File: src/rtl/led_frame_controller.sv
// led_frame_controller: decodes framed byte commands (header B0-B3, mode bytes,
// AA terminator) into per-LED off/on/blink modes and returns one ack byte per
// completed frame over a valid/ready handshake.
// Optional feature macro: LED_FRAME_BLINK_EN (blink mode and blink counter).
module led_frame_controller #(
  parameter int unsigned TIMEOUT_CYCLES    = 1_000_000,
  parameter int unsigned BLINK_HALF_PERIOD = 25_000_000
) (
  input  logic       clk,
  input  logic       reset,
  input  logic [7:0] rx_data,
  input  logic       rx_valid,
  output logic [7:0] tx_data,
  output logic       tx_valid,
  input  logic       tx_ready,
  output logic [3:0] led,
  output logic       busy,
  output logic       err
);

  typedef enum logic [1:0] {StIdle, StCmd, StAck} state_e;
  typedef enum logic [1:0] {ModeOff = 2'd0, ModeOn = 2'd1, ModeBlink = 2'd2} mode_e;

  localparam int unsigned TW = $clog2(TIMEOUT_CYCLES);
  localparam logic [TW-1:0] TimeoutLast = TW'(TIMEOUT_CYCLES - 1);

  state_e        state_q, state_d;
  logic [1:0]    sel_q, sel_d;
  logic [TW-1:0] tcnt_q, tcnt_d;
  mode_e         mode_q [4];
  mode_e         mode_d [4];
  logic [7:0]    tx_data_q, tx_data_d;
  logic          tx_valid_q, tx_valid_d;
  logic          err_q, err_d;
  logic [3:0]    led_q, led_d;
  logic          phase_d;

`ifdef LED_FRAME_BLINK_EN
  localparam int unsigned BW = (BLINK_HALF_PERIOD > 1) ? $clog2(BLINK_HALF_PERIOD) : 1;
  localparam logic [BW-1:0] BlinkLast = BW'(BLINK_HALF_PERIOD - 1);

  logic [BW-1:0] blink_cnt_q, blink_cnt_d;
  logic          phase_q;

  // Free-running blink counter; toggles the phase at the end of each half period.
  always_comb begin
    blink_cnt_d = blink_cnt_q + 1'b1;
    phase_d     = phase_q;
    if (blink_cnt_q == BlinkLast) begin
      blink_cnt_d = '0;
      phase_d     = ~phase_q;
    end
  end

  // Blink counter and phase registers.
  always_ff @(posedge clk) begin
    if (reset) begin
      blink_cnt_q <= '0;
      phase_q     <= 1'b0;
    end else begin
      blink_cnt_q <= blink_cnt_d;
      phase_q     <= phase_d;
    end
  end
`else
  logic unused_blink_param;
  assign unused_blink_param = ^BLINK_HALF_PERIOD;
  assign phase_d = 1'b0;
`endif

  // Frame decoder: next state, mode updates, ack generation and error pulses.
  always_comb begin
    state_d    = state_q;
    sel_d      = sel_q;
    tcnt_d     = tcnt_q;
    mode_d     = mode_q;
    tx_data_d  = tx_data_q;
    tx_valid_d = tx_valid_q;
    err_d      = 1'b0;
    unique case (state_q)
      StIdle: begin
        if (rx_valid) begin
          if (rx_data[7:2] == 6'b101100) begin
            sel_d   = rx_data[1:0];
            tcnt_d  = '0;
            state_d = StCmd;
          end else begin
            err_d = 1'b1;
          end
        end
      end
      StCmd: begin
        if (rx_valid) begin
          // An arriving byte always beats a coincident timeout.
          tcnt_d = '0;
          case (rx_data)
            8'h00: mode_d[sel_q] = ModeOff;
            8'hFF: mode_d[sel_q] = ModeOn;
`ifdef LED_FRAME_BLINK_EN
            8'h55: mode_d[sel_q] = ModeBlink;
`endif
            8'hAA: begin
              tx_data_d  = {6'b101000, sel_q};
              tx_valid_d = 1'b1;
              state_d    = StAck;
            end
            default: err_d = 1'b1;
          endcase
        end else if (tcnt_q == TimeoutLast) begin
          err_d   = 1'b1;
          state_d = StIdle;
        end else begin
          tcnt_d = tcnt_q + 1'b1;
        end
      end
      StAck: begin
        if (tx_ready) begin
          tx_valid_d = 1'b0;
          state_d    = StIdle;
        end
        if (rx_valid) begin
          err_d = 1'b1;
        end
      end
      default: state_d = StIdle;
    endcase
  end

  // LED drive from the next-cycle modes and phase, so writes show after one edge.
  always_comb begin
    led_d = '0;
    for (int i = 0; i < 4; i++) begin
      case (mode_d[i])
        ModeOn:    led_d[i] = 1'b1;
        ModeBlink: led_d[i] = phase_d;
        default:   led_d[i] = 1'b0;
      endcase
    end
  end

  // Controller state registers with synchronous reset.
  always_ff @(posedge clk) begin
    if (reset) begin
      state_q    <= StIdle;
      sel_q      <= 2'd0;
      tcnt_q     <= '0;
      tx_data_q  <= 8'h00;
      tx_valid_q <= 1'b0;
      err_q      <= 1'b0;
      led_q      <= 4'h0;
      for (int i = 0; i < 4; i++) begin
        mode_q[i] <= ModeOff;
      end
    end else begin
      state_q    <= state_d;
      sel_q      <= sel_d;
      tcnt_q     <= tcnt_d;
      tx_data_q  <= tx_data_d;
      tx_valid_q <= tx_valid_d;
      err_q      <= err_d;
      led_q      <= led_d;
      for (int i = 0; i < 4; i++) begin
        mode_q[i] <= mode_d[i];
      end
    end
  end

  assign tx_data  = tx_data_q;
  assign tx_valid = tx_valid_q;
  assign led      = led_q;
  assign err      = err_q;
  assign busy     = (state_q != StIdle);

endmodule

File: config.mk
export PLATFORM = sky130hd
export DESIGN_NAME = led_frame_controller
export DESIGN_NICKNAME = d
export VERILOG_FILES = /design/src/rtl/led_frame_controller.sv
export SDC_FILE = /design/constraint.sdc
export NUM_CORES = 1
export LEC_CHECK = 0
export CORE_UTILIZATION = 40
export DETAILED_ROUTE_END_ITERATION = 8
export GPL_ROUTABILITY_DRIVEN = 0
export HOLD_SLACK_MARGIN = 0.12
export SLEW_MARGIN = 10
export SYNTH_ARGS = -nofsm -noshare
export SYNTH_HDL_FRONTEND = slang
export SYNTH_SLANG_ARGS = --single-unit
File: constraint.sdc
create_clock -name clk -period 3.65 [get_ports clk]
set_clock_uncertainty 0.2 [all_clocks]
set_input_delay 0.73 -clock clk [delete_from_list [all_inputs] [get_ports clk]]
set_output_delay 0.73 -clock clk [all_outputs]
set_load 0.02 [all_outputs]
# Word level (Yosys, flattened, before mapping)
# Index checks and enable logic that the tools add are counted.
# totals
in_bits,12
output_inout_bits,15
wordCells,82
ff_bits,41
# classes
bitwise,6
n_addsub,1
order_cmp,2
n_reduce_logical,12
muxes,32
n_eq_ne,18
# op_table
cell,n
$mux W20,4
$pmux W20 S2,1
$add A20 B1 Y20 const B,1
$eq A20 B20 Y1 const B,1
$eq A8 B8 Y1 const B,2
$mux W8,2
$pmux W8 S2,1
$mux W2,7
$mux W1,13
$eq A2 B1 Y1 const B,5
$and A8 B8 Y8,1
$logic_not A8 Y1,1
$ne A2 B2 Y1 const B,4
$not A8 Y8,1
$reduce_and A4 Y1,2
$eq A6 B6 Y1 const B,1
$ne A3 B3 Y1 const B,2
$pmux W2 S3,1
$reduce_and A3 Y1,2
$reduce_bool A2 Y1,3
$reduce_and A5 Y1,1
$and A4 B4 Y4,1
$demux W2 S2,1
$not A4 Y4,1
12 further kinds,12

# Logic depth before layout (Yosys ltp)
# logic_depth
ltp_word,12
mapped_depth,8

# Least setup slack after synthesis
# Ideal clock, no wire load.
# synth_path
kind,input-to-reg
start,in rx_data[0]
end,reg led_q[0] (netlist: led[0])
slack_ns,1.325
t_arrival_ns,1.998
n_path_buf,0
setup_ns,0.128
stages,5
path_cell_list,or4_1 -> nand2b_1 -> o41ai_1 -> o21a_1 -> nor2_1
# synth_via
elab_chain_cells,6
elab_cells_between_ends,7
# synth_lines
element,line,rtl
from (decl),11,"input logic [7:0] rx_data,"
$eq A8 B8 Y1 or $logic_not A8 Y1 (tied branches),96,case (rx_data)
$pmux W8 S2 (*),96,
$mux W8 (*),93,if (rx_valid) begin
$mux W8 (*),80,unique case (state_q)
$eq A2 B1 Y1 (*),133,case (mode_d[i])
$mux W1 (*),133,
to (signal assigned),161,led_q <= led_d;
to (decl),35,"logic [3:0] led_q, led_d;"
# Every way passes the cells marked *; elsewhere a longest branch is shown, timed or not.
# A chain may end at the register's enable or synchronous reset.

# Worst setup path in the final report
# layout_path
start,in rx_valid
end,reg tcnt_q[2]
# layout_via
elab_chain_cells,2
elab_cells_between_ends,5
# layout_lines
element,line,rtl
from (decl),12,"input logic rx_valid,"
$ne A3 B3 Y1 (no source line) (tied with other cells),-,
$reduce_and A4 Y1 (no source line) or $pmux W20 S2 (tied branches),-,
to (signal assigned),157,tcnt_q <= tcnt_d;
to (decl),29,"logic [TW-1:0] tcnt_q, tcnt_d;"
# Several ways; a longest one is shown, not always the timed one.

==> impl_metrics.env <==
export IMPL_status="complete, no violations"
export IMPL_grt_max_degree=27
export IMPL_core_area_um2=5110
export IMPL_clock_path_buffers=2
export IMPL_use_met3_pct=3.61
export IMPL_leakagePower_nw=0.890
export IMPL_grtUsageMet1_pct=27.3
export IMPL_die_area_um2=5580
export IMPL_synth_seq_cells=41
export IMPL_drive_above_1_share_pct=7.00
export IMPL_syn_cell_area_um2=2120
export IMPL_clk_latency_ns=0.30
export IMPL_p_int_mw=0.615
export IMPL_dp_hpwl_um=3240
export IMPL_wirelength_um=4590
export IMPL_yosys_most_used_dff="dfxtp_1"
export IMPL_overflow=0
export IMPL_tns_ns=0
export IMPL_wl_per_cell_um=14.0
export IMPL_clkTransAtPathRegs_ns=0.07
export IMPL_pwr_share_clk_pct=37.9
export IMPL_fp_row_count=26
export IMPL_relSlewSlack_pct=63.7
export IMPL_io_buffers=22
export IMPL_hp_class="reg2reg"
export IMPL_ant_nets=0
export IMPL_grt_most_used_layer="met2"
export IMPL_regToRegSetupSlack_ns=1.36
export IMPL_ys_async_sr_fraction_pct=0
export IMPL_fmax_mhz=368
export IMPL_rsz0062_at_grt="false"
export IMPL_htreeDepth=2
export IMPL_postPlaceCellArea_um2=2330
export IMPL_cp_start_kind="input pin"
export IMPL_die_x_um=74.7
export IMPL_slew_violations=0
export IMPL_critical_path_class="in2reg"
export IMPL_drc=0
export IMPL_yosysTopAreaCellShare_pct=38.8
export IMPL_critPathMaxFanout=10
export IMPL_via_per_inst=5.57
export IMPL_comb_power_share_pct=5.0
export IMPL_yosys_area_top_type="dfxtp_1"
export IMPL_critPathArrivalTime_ns=2.70
export IMPL_areaGrowthSynthToFinish_pct=14.0
export IMPL_diodes=0
export IMPL_root_buffer="clkbuf_8"
export IMPL_worstHoldPathCells=2
export IMPL_tightestPinTransition_ns=0.539
export IMPL_fin_nets=270
export IMPL_ir_drop_v=0.000198
export IMPL_hold_violations=0
export IMPL_fin_crit_ns=2.72
export IMPL_switching_power_mw=0.170
export IMPL_cts_tree="yes"
export IMPL_setup_viol=0
export IMPL_hp_start="mode_q[5]"
export IMPL_die_h_um=74.7
export IMPL_r2r_end="tcnt_q[2]"
export IMPL_holdPathEnd="mode_q[5]"
export IMPL_yosysWarnings=0
export IMPL_crit_chain="clkdlybuf4s50_1 -> nor3_1 -> and4b_1 -> a211o_1 -> nor3b_1 -> a221o_1"
export IMPL_netlist_cell_type_count=57
export IMPL_start_util_pct=41.4
export IMPL_slowest_delay_ns=0.55
export IMPL_r2r_cells=5
export IMPL_grtUsageTotal_pct=18.8
export IMPL_syn_inst=241
export IMPL_cpLargestDelayFamily="simple AND/OR/NAND/NOR gates"
export IMPL_post_cts_buffers=0
export IMPL_first_global_vias=1678
export IMPL_antenna_found_initial=0
export IMPL_endpoint_kind="flop"
export IMPL_drtIter0Drc=175
export IMPL_syn_area_per_cell_um2=8.78
export IMPL_grt_pass1_wl_um=8130
export IMPL_cts_made_buffers=5
export IMPL_ctsResizeCount=0
export IMPL_first_pass_iters=4
export IMPL_reg2reg_from="tcnt_q[14]"
export IMPL_fin_area_um2=2410
export IMPL_synth_commonest_cells="dfxtp_1, nor2_1, a21oi_1"
export IMPL_synth_area_top_cells="dfxtp_1, a21oi_1, nor2_1"
export IMPL_power_switching_share_pct=21.7
export IMPL_seqPwrFrac_pct=57.1
export IMPL_post_route_period_util_pct=74.5
export IMPL_synth_most_common_cell="dfxtp_1"
export IMPL_path_buf_inv=1
export IMPL_power_density_nw_per_um2=325
export IMPL_cp_required_ns=3.63
export IMPL_ys_seq_area_share_pct=38.8
export IMPL_drv_cap=0
export IMPL_cp_slowest_cell="clkdlybuf4s50_1"
export IMPL_io_pins=27
export IMPL_synth_edff_count=0
export IMPL_vias=1820
export IMPL_postCtsHoldBufs=0
export IMPL_cts_sinks=41
export IMPL_globalRouteMet2Util_pct=28.2
==> per-layer routing <==
layer,vias to the layer above,share of wire (%)
li1,926,-
met1,848,51
met2,39,43
met3,7,3.7
met4,0,1.4
met5,-,0
==> layout by cell type (no fill, tap or decap), types with 4 or more instances in the layout <==
cell and n:
dfxtp_1 41, clkdlybuf4s50_1 22, nor2_1 21, a21oi_1 18, nand2_1 15, nand3_1 12, o21ai_0 10, nand4_1 7
nand2b_1 7, o31ai_1 7, a21o_1 7, and3_1 6, clkbuf_8 6, mux2i_1 4, nor3_1 4, and4_1 4
conb_1 4
==> worst max-delay path by stage <==
stage	from	to	cells past startpoint
2_1_floorplan	rx_data[0]	led[0]	5
3_3_place_gp	rx_valid	tcnt_q[2]	6
3_5_place_dp	rx_valid	tcnt_q[2]	6
4_1_cts	rx_valid	tcnt_q[2]	6
5_1_grt	rx_valid	tcnt_q[2]	6
6_report	rx_valid	tcnt_q[2]	6
==> worst min-delay path: stages, from the launching register on <==
cell and delay [ns]:
dfxtp_1 0.31, nand2b_1 0.06, a21oi_1 0.04
==> flip-flops by register name, summed over array words and instances (netlist names) <==
name and flops:
tcnt_q 20, mode_q 8, err 1, tx_data 3, sel_q 2, state_q 2
led 4, tx_valid 1
==> power groups by stage <==
| stage | sequential, mW | clock [mW] | combinational [mW] |
|---|---|---|---|
| floorplan | 0.459 | 0 | 0.0226 |
| global placement | 0.459 | 0 | 0.0391 |
| detailed placement | 0.459 | 0 | 0.0393 |
| CTS | 0.449 | 0.308 | 0.0393 |
| global route | 0.449 | 0.327 | 0.0430 |
| finish | 0.449 | 0.298 | 0.0389 |
==> per-stage QoR <==
stage                     hold WS (ns)  cells  total power, mW  util, %  setup WS, ns
final                            0.249    327            0.785     47.2         0.931
after global routing             0.285    327            0.818     47.2         0.804
after floorplan                  0.221    244            0.482        -          1.32
after global placement           0.240    320            0.498     45.5         0.573
after CTS                        0.253    327            0.796     47.2         0.928
after detailed placement         0.241    320            0.498     45.5         0.630
==> cells by family (layout without fill, tap and decap cells) <==
family          after synthesis  after routing  synth area share [%]
flops                        41             41                  38.8
compound gates               68             68                  22.6
mux                           4              4                  1.89
buf+inv                      20             33                  6.03
other cells                   1              4                 0.177
fa+ha+maj                     1              1                 0.591
simple gates                104            104                  29.1
xor+xnor                      2              2                 0.828
==> cell type report <==
type	count	area (um^2)
Clock buffer	7	86.3
Multi-Input combinational cell	183	1180
Sequential cell	41	821
Timing Repair Buffer	23	228
Tap cell	70	87.6
Fill cell	520	2700
Inverter	3	11.3
Power figures use the tool's default switching activity.
